<file path="src/rtl/uart_tx_fifo_if.sv">
// ---------------------------------------------------------------------------
// uart_tx_fifo_if
// Transmit-side link between the UART control block and the serializer.
//   data_tx    byte to enqueue (controller -> serializer)
//   transmit   enqueue request, rising edge acts (controller -> serializer)
//   tx         serial line, idle high (serializer -> pin)
//   busy       queue non-empty or frame on the line
//   fifo_full  queue holds FIFO_DEPTH entries
//   fifo_count current queue occupancy
//   overflow   one-cycle pulse when a push is dropped
// ---------------------------------------------------------------------------
interface uart_tx_fifo_if #(
    parameter int FIFO_DEPTH = 8
);
    localparam int CW = $clog2(FIFO_DEPTH) + 1;

    logic [7:0]    data_tx;
    logic          transmit;
    logic          tx;
    logic          busy;
    logic          fifo_full;
    logic [CW-1:0] fifo_count;
    logic          overflow;

    modport master (
        output data_tx, transmit,
        input  tx, busy, fifo_full, fifo_count, overflow
    );

    modport slave (
        input  data_tx, transmit,
        output tx, busy, fifo_full, fifo_count, overflow
    );
endinterface

</file>
<file path="src/rtl/uart_tx_fifo.sv">
// ---------------------------------------------------------------------------
// uart_tx_fifo
// UART 8N1 serializer fed by a circular byte FIFO. Bytes are enqueued on
// rising edges of bus.transmit and shifted out LSB-first on bus.tx.
// Consecutive queued bytes go out back-to-back with no idle gap.
//   clk    system clock
//   reset  synchronous, active-high
//   bus    uart_tx_fifo_if.slave: data_tx, transmit in;
//          tx, busy, fifo_full, fifo_count, overflow out
// ---------------------------------------------------------------------------
module uart_tx_fifo #(
    parameter int CLKS_PER_BIT = 1042,
    parameter int FIFO_DEPTH   = 8
) (
    input  logic           clk,
    input  logic           reset,
    uart_tx_fifo_if.slave  bus
);
    localparam int AW = $clog2(FIFO_DEPTH);
    localparam int CW = AW + 1;
    localparam int BW = $clog2(CLKS_PER_BIT);
    localparam logic [BW-1:0] BAUD_LAST = BW'(CLKS_PER_BIT - 1);
    localparam logic [CW-1:0] FULL_CNT  = CW'(FIFO_DEPTH);

    typedef enum logic [1:0] {IDLE, START, DATA, STOP} state_t;

    state_t        state, state_n;
    logic [BW-1:0] baud_cnt, baud_n;
    logic [2:0]    bit_idx, bit_n;
    logic [7:0]    shreg, shreg_n;
    logic          tx_r, tx_n;
    logic          transmit_q;
    logic          overflow_r;

    logic [7:0]    mem [FIFO_DEPTH];
    logic [AW-1:0] wr_ptr, rd_ptr;
    logic [CW-1:0] count;

    logic push, pop, accept, full, baud_done;

    assign full      = (count == FULL_CNT);
    assign push      = bus.transmit & ~transmit_q;
    // A full FIFO still accepts when the FSM pops in the same cycle.
    assign accept    = push & (~full | pop);
    assign baud_done = (baud_cnt == BAUD_LAST);

    // Next-state, pop and next-line-level logic.
    always_comb begin
        state_n = state;
        baud_n  = baud_cnt + 1'b1;
        bit_n   = bit_idx;
        shreg_n = shreg;
        pop     = 1'b0;
        case (state)
            IDLE: begin
                baud_n = '0;
                if (count != '0) begin
                    pop     = 1'b1;
                    shreg_n = mem[rd_ptr];
                    state_n = START;
                end
            end
            START: begin
                if (baud_done) begin
                    baud_n  = '0;
                    bit_n   = '0;
                    state_n = DATA;
                end
            end
            DATA: begin
                if (baud_done) begin
                    baud_n  = '0;
                    shreg_n = {1'b0, shreg[7:1]};
                    if (bit_idx == 3'd7) state_n = STOP;
                    else                 bit_n   = bit_idx + 1'b1;
                end
            end
            STOP: begin
                if (baud_done) begin
                    baud_n = '0;
                    // Chain straight into the next start bit when data is waiting.
                    if (count != '0) begin
                        pop     = 1'b1;
                        shreg_n = mem[rd_ptr];
                        state_n = START;
                    end else begin
                        state_n = IDLE;
                    end
                end
            end
            default: state_n = IDLE;
        endcase

        // Line level is registered from the next state so tx changes on the
        // same edge the state does.
        case (state_n)
            START:   tx_n = 1'b0;
            DATA:    tx_n = shreg_n[0];
            default: tx_n = 1'b1;
        endcase
    end

    always_ff @(posedge clk) begin
        if (reset) begin
            state      <= IDLE;
            baud_cnt   <= '0;
            bit_idx    <= '0;
            shreg      <= '0;
            tx_r       <= 1'b1;
            transmit_q <= 1'b0;
            overflow_r <= 1'b0;
            wr_ptr     <= '0;
            rd_ptr     <= '0;
            count      <= '0;
        end else begin
            state      <= state_n;
            baud_cnt   <= baud_n;
            bit_idx    <= bit_n;
            shreg      <= shreg_n;
            tx_r       <= tx_n;
            transmit_q <= bus.transmit;
            overflow_r <= push & ~accept;
            if (accept) wr_ptr <= wr_ptr + 1'b1;
            if (pop)    rd_ptr <= rd_ptr + 1'b1;
            case ({accept, pop})
                2'b10:   count <= count + 1'b1;
                2'b01:   count <= count - 1'b1;
                default: count <= count;
            endcase
        end
    end

    // Storage has no reset; only pointer/count state matters.
    always_ff @(posedge clk) begin
        if (!reset && accept) mem[wr_ptr] <= bus.data_tx;
    end

    assign bus.tx         = tx_r;
    assign bus.busy       = (state != IDLE) | (count != '0);
    assign bus.fifo_full  = full;
    assign bus.fifo_count = count;
    assign bus.overflow   = overflow_r;
endmodule

</file>
<file path="src/flat_wrapper.sv">
// flat-port wrapper written by rule: the top's interface ports become plain ports
module uart_tx_fifo_flat 
#(
    parameter int CLKS_PER_BIT = 1042,
    parameter int FIFO_DEPTH   = 8
)
  (clk, reset, bus_data_tx, bus_transmit, bus_tx, bus_busy, bus_fifo_full, bus_fifo_count, bus_overflow);
  uart_tx_fifo_if #(.FIFO_DEPTH(FIFO_DEPTH)) bus_i ();
  input  logic clk;
  input  logic reset;
  input wire logic [$bits(bus_i.data_tx)-1:0] bus_data_tx;
  input wire logic [$bits(bus_i.transmit)-1:0] bus_transmit;
  output wire logic [$bits(bus_i.tx)-1:0] bus_tx;
  output wire logic [$bits(bus_i.busy)-1:0] bus_busy;
  output wire logic [$bits(bus_i.fifo_full)-1:0] bus_fifo_full;
  output wire logic [$bits(bus_i.fifo_count)-1:0] bus_fifo_count;
  output wire logic [$bits(bus_i.overflow)-1:0] bus_overflow;
  assign bus_i.data_tx = bus_data_tx;
  assign bus_i.transmit = bus_transmit;
  assign bus_tx = bus_i.tx;
  assign bus_busy = bus_i.busy;
  assign bus_fifo_full = bus_i.fifo_full;
  assign bus_fifo_count = bus_i.fifo_count;
  assign bus_overflow = bus_i.overflow;
  uart_tx_fifo #(.CLKS_PER_BIT(CLKS_PER_BIT), .FIFO_DEPTH(FIFO_DEPTH)) u_core (.clk(clk), .reset(reset), .bus(bus_i));
endmodule
</file>
<file path="config.mk">
export PLATFORM = sky130hd
export DESIGN_NAME = uart_tx_fifo_flat
export DESIGN_NICKNAME = d
export VERILOG_FILES = /design/src/rtl/uart_tx_fifo_if.sv /design/src/rtl/uart_tx_fifo.sv /design/src/flat_wrapper.sv
export SDC_FILE = /design/constraint.sdc
export NUM_CORES = 1
export LEC_CHECK = 0
export ABC_AREA = 1
export ABC_CLOCK_PERIOD_IN_PS = 2100
export CORE_ASPECT_RATIO = 0.5
export CORE_MARGIN = 2
export CORE_UTILIZATION = 45
export CTS_CLUSTER_SIZE = 30
export DETAILED_ROUTE_END_ITERATION = 7
export PLACE_DENSITY_LB_ADDON = 0.3
export SETUP_SLACK_MARGIN = 0.2
export SKIP_LAST_GASP = 1
export SLEW_MARGIN = 40
export SYNTH_ARGS = -nofsm -noshare
export SYNTH_HDL_FRONTEND = slang
export SYNTH_SLANG_ARGS = --single-unit
</file>
<file path="constraint.sdc">
create_clock -name clk -period 2.1 [get_ports clk]
set_input_delay 0.42 -clock clk [delete_from_list [all_inputs] [get_ports clk]]
set_output_delay 0.42 -clock clk [all_outputs]
set_load 0.02 [all_outputs]
</file>
==> metrics, run 1 <==
M1 WL=~4.7 mm; Max Root-Sink Buffers=2; worst-margin pin slew=just over 0.5 ns; ys async rst share=0; ratio of cells with drive above 1 in the final layout=0.186; switching pwr=2.41 mW; Area contributors post-synth=edfxtp_1, dfxtp_1, nand2_1, nand3_1, nor2_1; Ant. Diodes=0; crit path capture type=flip-flop; sequential power share=0.383; Starting Density=0.462; crit-path max FO=3; Crit path top cell by count=nand2_1; Syn-to-layout area delta=23.6%; Final TNS setup=0 ns; total global-route track usage=0.194; die footprint=~11000 um^2; Sw Share=0.369; Mapped Area=4720 um^2; Period Utilization, post-route=0.958; antenna violations before repair=0; DR vias=roughly 3700; die span in y=approximately 76 um; worst slack, placed=-0.144 ns; CTS tree=done; total congestion overflow=0; met2 WL=5.17 mm; I/O pin cnt=19; TritonCTS buffer count=9; Synth cell types=31; Placer Congestion=0.847; num rows=26; internal power=4.12 mW; run status=completed; kind of critical path=reg -> reg; drt first pass iters=5; Final min period=2.01 ns; register bit total from synthesis=104; top cell type's share of synthesized area=0.407; P_leak=2.33 nW; RSZ-0062 raised after global routing=yes; Port Buf Inserts=18; CTS Sinks=104; CTS clock-pin slew for the worst setup and hold paths=0.08 ns; routed length on met3=444 um; # DRC=0; die width=149 um; peak supply drop=699 uV; max cap viols=0; final worst setup slack=0.0887 ns; Critical Path RT=2.35 ns; Synth Warn #=0; antenna-violating nets left=0; Hold Crit Class=reg -> reg; Slew Limit Headroom=0.664; # setup viols final=0; syn_nets=546; Total Wirelength=10.5 mm; Layout Nets=602; post-synth top area cell=edfxtp_1; DR iter-0 viols=279; insertion delay to the later sink of the worst-skew pair=0.36 ns; fin. max-slew vios=0; fillcell total=888; vias in the first global route=3546; core area=between 10000 and 15000 um^2; hold_buf cts=0; final number of hold-violating endpoints=0; Cells after Synth=521; Max Fclk=497 MHz; post-DR wirelength/cell=14.5 um; Max Used Layer=met4; post-synthesis sequential area ratio=0.577; Mean Syn Cell Area=9.06 um^2; slowest CP cell=dfxtp_2; CP cell instances=inv_2 > ha_4 > nand2_1 > inv_1 > nand2_2 > inv_2 > nand3_2 > nand2_4 > nand3b_1 > inv_2 > ha_4 > nand2_2 > nand2_1 > a31oi_2 > inv_1 > nand2_1 > nand3_1 > nand2_1 > nor2_1; H-tree depth=3; largest net degree at the start of global routing=33; CTS Root Cell=clkbuf_16; global-route wire length before repair=approximately 17 mm; number of synthesized flops with an enable pin=64; combinational group share of total power=0.360; worst clock skew=around 0.012 ns; worst stage delay on the critical path=around 0.32 ns; cell area power density=1120 nW/um^2; DR vias/cell=5.10; final core occ=0.571; Post-synth top flop=edfxtp_1; hpwl dp=7.10 mm; Worst Path Arrival=2.26 ns; clock power share=0.257; Worst Setup Start Kind=flip-flop
## path summary, 6_finish.rpt
path | startpoint | endpoint | slack [ns] | cells after the start
max | u_core.baud_cnt[1] | u_core.bus.fifo_count[3] | 0.09 | 19
min | u_core.transmit_q | u_core.bus.overflow | 0.43 | 1
min reg2reg | u_core.transmit_q | u_core.bus.overflow | 0.43 | 1
max reg2reg | u_core.baud_cnt[1] | u_core.bus.fifo_count[3] | 0.09 | 19
## logic make-up (layout without fill, tap and decap cells)
| family | Yosys count | in the layout | share of synthesized area |
|---|---|---|---|
| simple gates | 292 | 292 | 0.273 |
| xor+xnor | 1 | 1 | 0.00186 |
| flops | 104 | 104 | 0.577 |
| fa+ha+maj | 14 | 14 | 0.0387 |
| compound gates | 49 | 49 | 0.0575 |
| buf+inv | 61 | 122 | 0.0522 |
## cells in the final DEF (no fill, tap or decap), drive strengths merged, types with 4 or more instances in the layout
master / count
nand2: 154
nand3: 75
edfxtp: 64
inv: 51
nor2: 51
buf: 43
dfxtp: 40
a21oi: 23
clkdlybuf4s50: 16
o21ai: 15
ha: 13
clkbuf: 11
nor3: 4
## what timing repair did
action | in CTS | in global routing
pin swaps | 4 | 2
gates resized for setup | 36 | 15
endpoints found under the setup margin | 70 | 71
setup buffers | 6 | 1
gates cloned | 0 | 0
## power groups by stage
stage          clock, mW  combinational [mW]  sequential, mW
2_1_floorplan          0                1.43            2.55
3_3_place_gp           0                2.13            2.54
3_5_place_dp           0                2.18            2.54
4_1_cts             1.70                2.32            2.50
5_1_grt             1.79                2.61            2.53
6_report            1.68                2.35            2.50
## synthesized netlist by cell type (all sizes together) (4+ instances only)
master  number
nand2      154
nand3       75
edfxtp      64
nor2        51
inv         45
dfxtp       40
a21oi       23
o21ai       15
ha          13
buf         10
clkbuf       6
nor3         4
## registers in the layout, summed over array words and instances (netlist names), named ones only
| signal | count |
|---|---|
| u_core.state | 2 |
| u_core.bus.overflow | 1 |
| u_core.transmit_q | 1 |
| u_core.bus.tx | 1 |
| u_core.mem | 64 |
| u_core.wr_ptr | 3 |
| u_core.bus.fifo_count | 4 |
| u_core.baud_cnt | 11 |
| u_core.shreg | 8 |
| u_core.rd_ptr | 3 |
| u_core.bit_idx | 3 |
## layout make-up
class	count	area (um^2)	area share
Tap cell	140	175	0.0300
Sequential cell	104	2740	0.469
Clock buffer	9	225	0.0386
Clock inverter	7	73.8	0.0127
Timing Repair Buffer	61	574	0.0984
Inverter	45	169	0.0290
Multi-Input combinational cell	356	1880	0.322
## through the flow
| step | hold WS [ns] | power, mW | cells | area [um^2] |
|---|---|---|---|---|
| floorplan | 0.398 | 3.98 | 521 | 4760 |
| global placement | 0.411 | 4.66 | 699 | 5320 |
| detailed placement | 0.424 | 4.72 | 699 | 5320 |
| CTS | 0.432 | 6.52 | 721 | 5790 |
| global route | 0.477 | 6.93 | 722 | 5830 |
| finish | 0.430 | 6.53 | 722 | 5830 |
## critical path: cells and delay by family, from the launching register on
kind,cells,cell delay (ns)
fa+ha+maj,2,0.33
compound gates,1,0.17
flops,1,0.32
buf+inv,5,0.35
simple gates,11,0.74
## layer usage
metal  up-vias  GRT usage
met5         -          0
met4         0     0.0590
met3        13     0.0455
met2        68      0.337
met1      1745      0.240
li1       1853          -
Power figures use the tool's default switching activity.
==> run 2: changes to the inputs <==
--- a/config.mk
+++ b/config.mk
@@ -9,7 +9,7 @@
 export ABC_CLOCK_PERIOD_IN_PS = 2100
 export CORE_ASPECT_RATIO = 0.5
 export CORE_MARGIN = 2
-export CORE_UTILIZATION = 45
+export CORE_UTILIZATION = 40
 export CTS_CLUSTER_SIZE = 30
 export DETAILED_ROUTE_END_ITERATION = 7
 export PLACE_DENSITY_LB_ADDON = 0.3
==> metrics, run 2 (synthesis gave the netlist of run 1 again) <==
run status=completed (unchanged); Max Fclk=485 MHz (was 497 MHz); CTS Root Cell=clkbuf_16 (unchanged); Largest Register=u_core.mem (unchanged); CTS tree=done (unchanged); PnR Total Power=6.51 mW (was 6.53 mW); Final min period=2.06 ns (was 2.01 ns); insertion delay to the later sink of the worst-skew pair=0.35 ns (was 0.36 ns); Hold Crit Class=reg -> reg (unchanged); Port Buf Inserts=18 (unchanged); Worst Setup Start Kind=flip-flop (unchanged); global-route wire length before repair=16.8 mm (was 17.0 mm); met2 Usage GRT=0.313 (was 0.337); antenna violations before repair=0 (unchanged); Max Root-Sink Buffers=2 (unchanged); largest net degree at the start of global routing=33 (unchanged); # setup viols final=0 (unchanged); cell count of the worst hold path=1 (unchanged); die width=158 um (was 149 um); Final TNS setup=0 ns (unchanged); final number of hold-violating endpoints=0 (unchanged); reg2reg path depth=16 (was 19); total global-route track usage=0.174 (was 0.194); die span in y=80.8 um (was 76.4 um); total congestion overflow=0 (unchanged); CTS clock-pin slew for the worst setup and hold paths=0.07 ns (was 0.08 ns); Non-Filler Instances=740 (was 722); Slew Limit Headroom=0.655 (was 0.664); Largest regs=u_core.mem: 64 flops, u_core.baud_cnt: 11 flops, u_core.shreg: 8 flops (unchanged); post-DR wirelength/cell=14.0 um (was 14.5 um); final instance area=5860 um^2 (was 5830 um^2); max reg flops=64 (unchanged); Placer Congestion=0.813 (was 0.847); leading cell type in the layout, fill and taps excluded=nand2_1 (unchanged); die footprint=12700 um^2 (was 11400 um^2); Critical Path RT=2.16 ns (was 2.35 ns); max cap viols=0 (unchanged); M1 GR Usage=0.207 (was 0.240); CTS Sinks=104 (unchanged); vias in the first global route=3527 (was 3546); kind of critical path=reg -> reg (unchanged); cell area power density=1110 nW/um^2 (was 1120 nW/um^2); Layout Nets=601 (was 602); RSZ-0062 raised after global routing=yes (unchanged); crit-path max FO=8 (was 3); most frequent cells in the layout=nand2_1, nand3_1, edfxtp_1, inv_1, nor2_1 (unchanged); DR iter-0 viols=209 (was 279); # DRC=0 (unchanged); I/O pin cnt=19 (unchanged); DR vias=3716 (was 3679); num rows=27 (was 26); antenna-violating nets left=0 (unchanged); Ant. Diodes=0 (unchanged); placed cells=718 (was 699); Starting Density=0.420 (was 0.462); drt first pass iters=5 (unchanged); Worst Path Arrival=2.12 ns (was 2.26 ns); ratio of cells with drive above 1 in the final layout=0.191 (was 0.186); Total Wirelength=10.4 mm (was 10.5 mm); crit path capture type=flip-flop (unchanged); Period Utilization, post-route=0.982 (was 0.958); TritonCTS buffer count=9 (unchanged); cell area after placement=5350 um^2 (was 5320 um^2); met3 Use GR=0.0459 (was 0.0455); P_leak=2.31 nW (was 2.33 nW); GR peak layer=met2 (unchanged); Syn-to-layout area delta=24.0% (was 23.6%); peak supply drop=694 uV (was 699 uV); core area=11200 um^2 (was 10200 um^2); H-tree depth=3 (unchanged); worst clock skew=0.00925 ns (was 0.0117 ns); worst-margin pin slew=0.517 ns (was 0.504 ns); DR vias/cell=5.02 (was 5.10); worst hold slack=0.419 ns (was 0.430 ns); fin. max-slew vios=0 (unchanged); hpwl dp=7.04 mm (was 7.10 mm)
## run 2: changes by cell type in the layout (fill, tap and decap cells not counted), sizes merged
cell / previous run / this run
buf: 43 / 42
clkinv: 1 / 3
clkinvlp: 0 / 2
inv: 51 / 47
## run 2: repair_timing
item,4_1_cts,5_1_grt
gates resized for setup,34,19
buffers inserted,5,1
endpoints found under the setup margin,69,82
endpoints found under the hold margin,0,0
hold buffers,0,0
pin swaps,3,6
## run 2: worst paths after layout
path	from	end	slack, ns
worst max-delay path	u_core.baud_cnt[1]	u_core.mem[7][4]	0.04
worst max register to register	u_core.baud_cnt[1]	u_core.mem[7][4]	0.04
worst min-delay path	u_core.transmit_q	u_core.bus.overflow	0.42
worst min register to register	u_core.transmit_q	u_core.bus.overflow	0.42
## run 2: metrics by stage
| stage | utilization | setup slack, ns |
|---|---|---|
| after floorplan | - | 0.0512 |
| after global placement | 0.475 | -0.117 |
| after detailed placement | 0.475 | -0.134 |
| after CTS | 0.516 | 0.104 |
| after global routing | 0.521 | -0.105 |
| final | 0.521 | 0.0369 |
## run 2: layout make-up
type,instances,area [um^2]
fill,1002,5390
sequential,104,2740
multi-input combinational,356,1900
timing repair buffer,60,559
clock buffer,9,225
tap,159,199
inverter,45,173
clock inverter,7,63.8
## run 2: power breakdown
group,switching [mW],internal (mW)
Combinational,1.45,0.935
Sequential,0.143,2.36
Clock,0.791,0.831
Total,2.39,4.12
## run 2: worst max-delay path, cell delays in order (launching register included)
cell and delay, ns:
dfxtp_2 0.32, inv_2 0.05, ha_4 0.13, nand2_2 0.06, inv_2 0.06, nand2_2 0.05, inv_2 0.08, nand3_2 0.10
nand2_4 0.10, buf_12 0.10, nand2_4 0.04, nand2_4 0.07, nand2_4 0.06, nor2_4 0.16, nand2_4 0.12, nor2_4 0.13
buf_8 0.15
## run 2: routing by layer
layer | up-vias | share of wire | routed length (um)
met5 | - | 0 | 0
met4 | 0 | 0.014 | 141
met3 | 12 | 0.053 | 549
met2 | 82 | 0.49 | 5110
met1 | 1765 | 0.44 | 4600
li1 | 1857 | - | -
==> run 3: changes to the inputs <==
--- a/config.mk
+++ b/config.mk
@@ -6,10 +6,10 @@
 export NUM_CORES = 1
 export LEC_CHECK = 0
 export ABC_AREA = 1
-export ABC_CLOCK_PERIOD_IN_PS = 2100
+export ABC_CLOCK_PERIOD_IN_PS = 2360
 export CORE_ASPECT_RATIO = 0.5
 export CORE_MARGIN = 2
-export CORE_UTILIZATION = 40
+export CORE_UTILIZATION = 23
 export CTS_CLUSTER_SIZE = 30
 export DETAILED_ROUTE_END_ITERATION = 7
 export PLACE_DENSITY_LB_ADDON = 0.3
==> constraint.sdc (replaced) <==
create_clock -name clk -period 2.36 [get_ports clk]
set_input_delay 0.472 -clock clk [delete_from_list [all_inputs] [get_ports clk]]
set_output_delay 0.472 -clock clk [all_outputs]
set_load 0.02 [all_outputs]
==> metrics, run 3 (synthesis gave the netlist of run 1 again) <==
max cap viols=0 (unchanged); core area=19800 um^2 (was 11200 um^2); crit-path max FO=6 (was 8); TritonCTS buffer count=9 (unchanged); ratio of cells with drive above 1 in the final layout=0.148 (was 0.191); Critical Path RT=1.89 ns (was 2.16 ns); insertion delay to the later sink of the worst-skew pair=0.35 ns (about the same); Worst Path Arrival=1.59 ns (was 2.12 ns); # DRC=0 (unchanged); Worst Setup Start Kind=flip-flop (unchanged); die span in y=105 um (was 80.8 um); P_leak=2.22 nW (was 2.31 nW); WHS Endpoint=u_core.bus.overflow (unchanged); RSZ-0062 raised after global routing=yes (unchanged); Ant. Diodes=0 (unchanged); run status=completed (unchanged); DR vias/cell=4.22 (was 5.02); worst-margin pin slew=0.604 ns (was 0.517 ns); I/O pin cnt=19 (unchanged); peak supply drop=473 uV (was 694 uV); reg2reg path depth=19 (was 16); drt first pass iters=4 (was 5); PnR Total Power=5.77 mW (was 6.51 mW); final number of hold-violating endpoints=0 (unchanged); Starting Density=0.239 (was 0.420); vias in the first global route=3436 (was 3527); die footprint=21800 um^2 (was 12700 um^2); R2R Path End=u_core.bus.fifo_count[3] (was u_core.mem[7][4]); Total Wirelength=10.6 mm (was 10.4 mm); CTS Sinks=104 (unchanged); min-delay src=u_core.transmit_q (unchanged); Hold Crit Class=reg -> reg (unchanged); Max Root-Sink Buffers=2 (unchanged); CTS clock-pin slew for the worst setup and hold paths=0.07 ns (about the same); Port Buf Inserts=18 (unchanged); worst clock skew=0.00920 ns (was 0.00925 ns); Slew Limit Headroom=0.597 (was 0.655); kind of critical path=reg -> out (was reg -> reg); fin. max-slew vios=0 (unchanged); Layout Nets=586 (was 601); Placer Congestion=0.753 (was 0.813); global-route wire length before repair=17.4 mm (was 16.8 mm); antenna-violating nets left=0 (unchanged); hpwl dp=6.99 mm (was 7.04 mm); Final min period=2.06 ns; CTS tree=done (unchanged); r2r setup slk=0.32 ns (was 0.04 ns); leading cell type in the layout, fill and taps excluded=nand2_1 (unchanged); H-tree depth=3 (unchanged); cell area power density=994 nW/um^2 (was 1110 nW/um^2); Syn-to-layout area delta=22.9% (was 24.0%); total congestion overflow=0 (unchanged); post-DR wirelength/cell=12.8 um (was 14.0 um); hold_buf cts=0 (unchanged); CTS Root Cell=clkbuf_16 (unchanged); fillcell total=2047 (was 1002); total global-route track usage=0.102 (was 0.174); crit path capture type=output port (was flip-flop); Largest Register=u_core.mem (unchanged); largest net degree at the start of global routing=22 (was 33); DR vias=3512 (was 3716); max reg flops=64 (unchanged); Max Fclk=485 MHz; # setup viols final=0 (unchanged); die width=207 um (was 158 um); most frequent cells in the layout=nand2_1, nand3_1, edfxtp_1, nor2_1, inv_1 (was nand2_1, nand3_1, edfxtp_1, inv_1, nor2_1); antenna violations before repair=0 (unchanged); Final TNS setup=0 ns (unchanged); DR iter-0 viols=171 (was 209); num rows=36 (was 27); crit path launch=u_core.bus.fifo_count[2] (was u_core.baud_cnt[1]); cell count of the worst hold path=1 (unchanged); Largest regs=u_core.mem: 64 flops, u_core.baud_cnt: 11 flops, u_core.shreg: 8 flops (unchanged); Period Utilization, post-route=0.873; Worst R2R Start=u_core.baud_cnt[1] (unchanged)
## run 3: power breakdown
| part | internal (mW) | total, mW | switching [mW] |
|---|---|---|---|
| Sequential | 2.10 | 2.23 | 0.132 |
| Combinational | 0.736 | 1.97 | 1.23 |
| Clock | 0.847 | 1.57 | 0.720 |
## run 3: cell type report
class | instances | area (um^2) | share of cell area
clock buffer | 9 | 225 | 0.0388
multi-input combinational | 356 | 1840 | 0.317
clock inverter | 7 | 90.1 | 0.0155
inverter | 45 | 169 | 0.0291
timing repair buffer | 45 | 410 | 0.0707
sequential | 104 | 2730 | 0.471
tap | 266 | 333 | 0.0574
## run 3: per-layer routing
layer  vias up  wire length (um)  track usage
met3         6               296       0.0294
met4         0               102       0.0230
met2        33              5130        0.170
li1       1818                 -            -
met5         -                 0            0
met1      1655              5100        0.132
## run 3: what timing repair did
item | 4_1_cts | 5_1_grt
pin swaps | 0 | 5
setup buffers | 0 | 4
endpoints found under the setup margin | 3 | 67
gates resized for setup | 6 | 35
## run 3: per-stage QoR
| stage | std cells | area (um^2) | hold slack, ns | util | setup slack, ns |
|---|---|---|---|---|---|
| 3_5_place_dp | 812 | 5330 | 0.413 | 0.270 | 0.0234 |
| 5_1_grt | 832 | 5800 | 0.443 | 0.293 | 0.133 |
| 6_report | 832 | 5800 | 0.419 | 0.293 | 0.299 |
| 4_1_cts | 828 | 5660 | 0.424 | 0.286 | 0.202 |
| 2_1_floorplan | 521 | 4720 | 0.398 | - | 0.224 |
| 3_3_place_gp | 812 | 5330 | 0.411 | 0.270 | 0.0622 |
## run 3: worst max-delay path by stage
stage	to	slack (ns)	cells past startpoint
final	bus_busy	0.30	5
after CTS	u_core.bus.fifo_count[3]	0.20	17
after detailed placement	u_core.bus.fifo_count[3]	0.02	12
after global routing	u_core.mem[6][5]	0.13	16
after floorplan	u_core.bus.fifo_count[3]	0.22	18
after global placement	u_core.bus.fifo_count[3]	0.06	12
## run 3: critical path, stage by stage, from the launching register on
cell	delay, ns
dfxtp_1	0.37
nor2_1	0.17
nand2_2	0.07
inv_1	0.20
nand2_1	0.10
dlygate4sd2_1	0.33
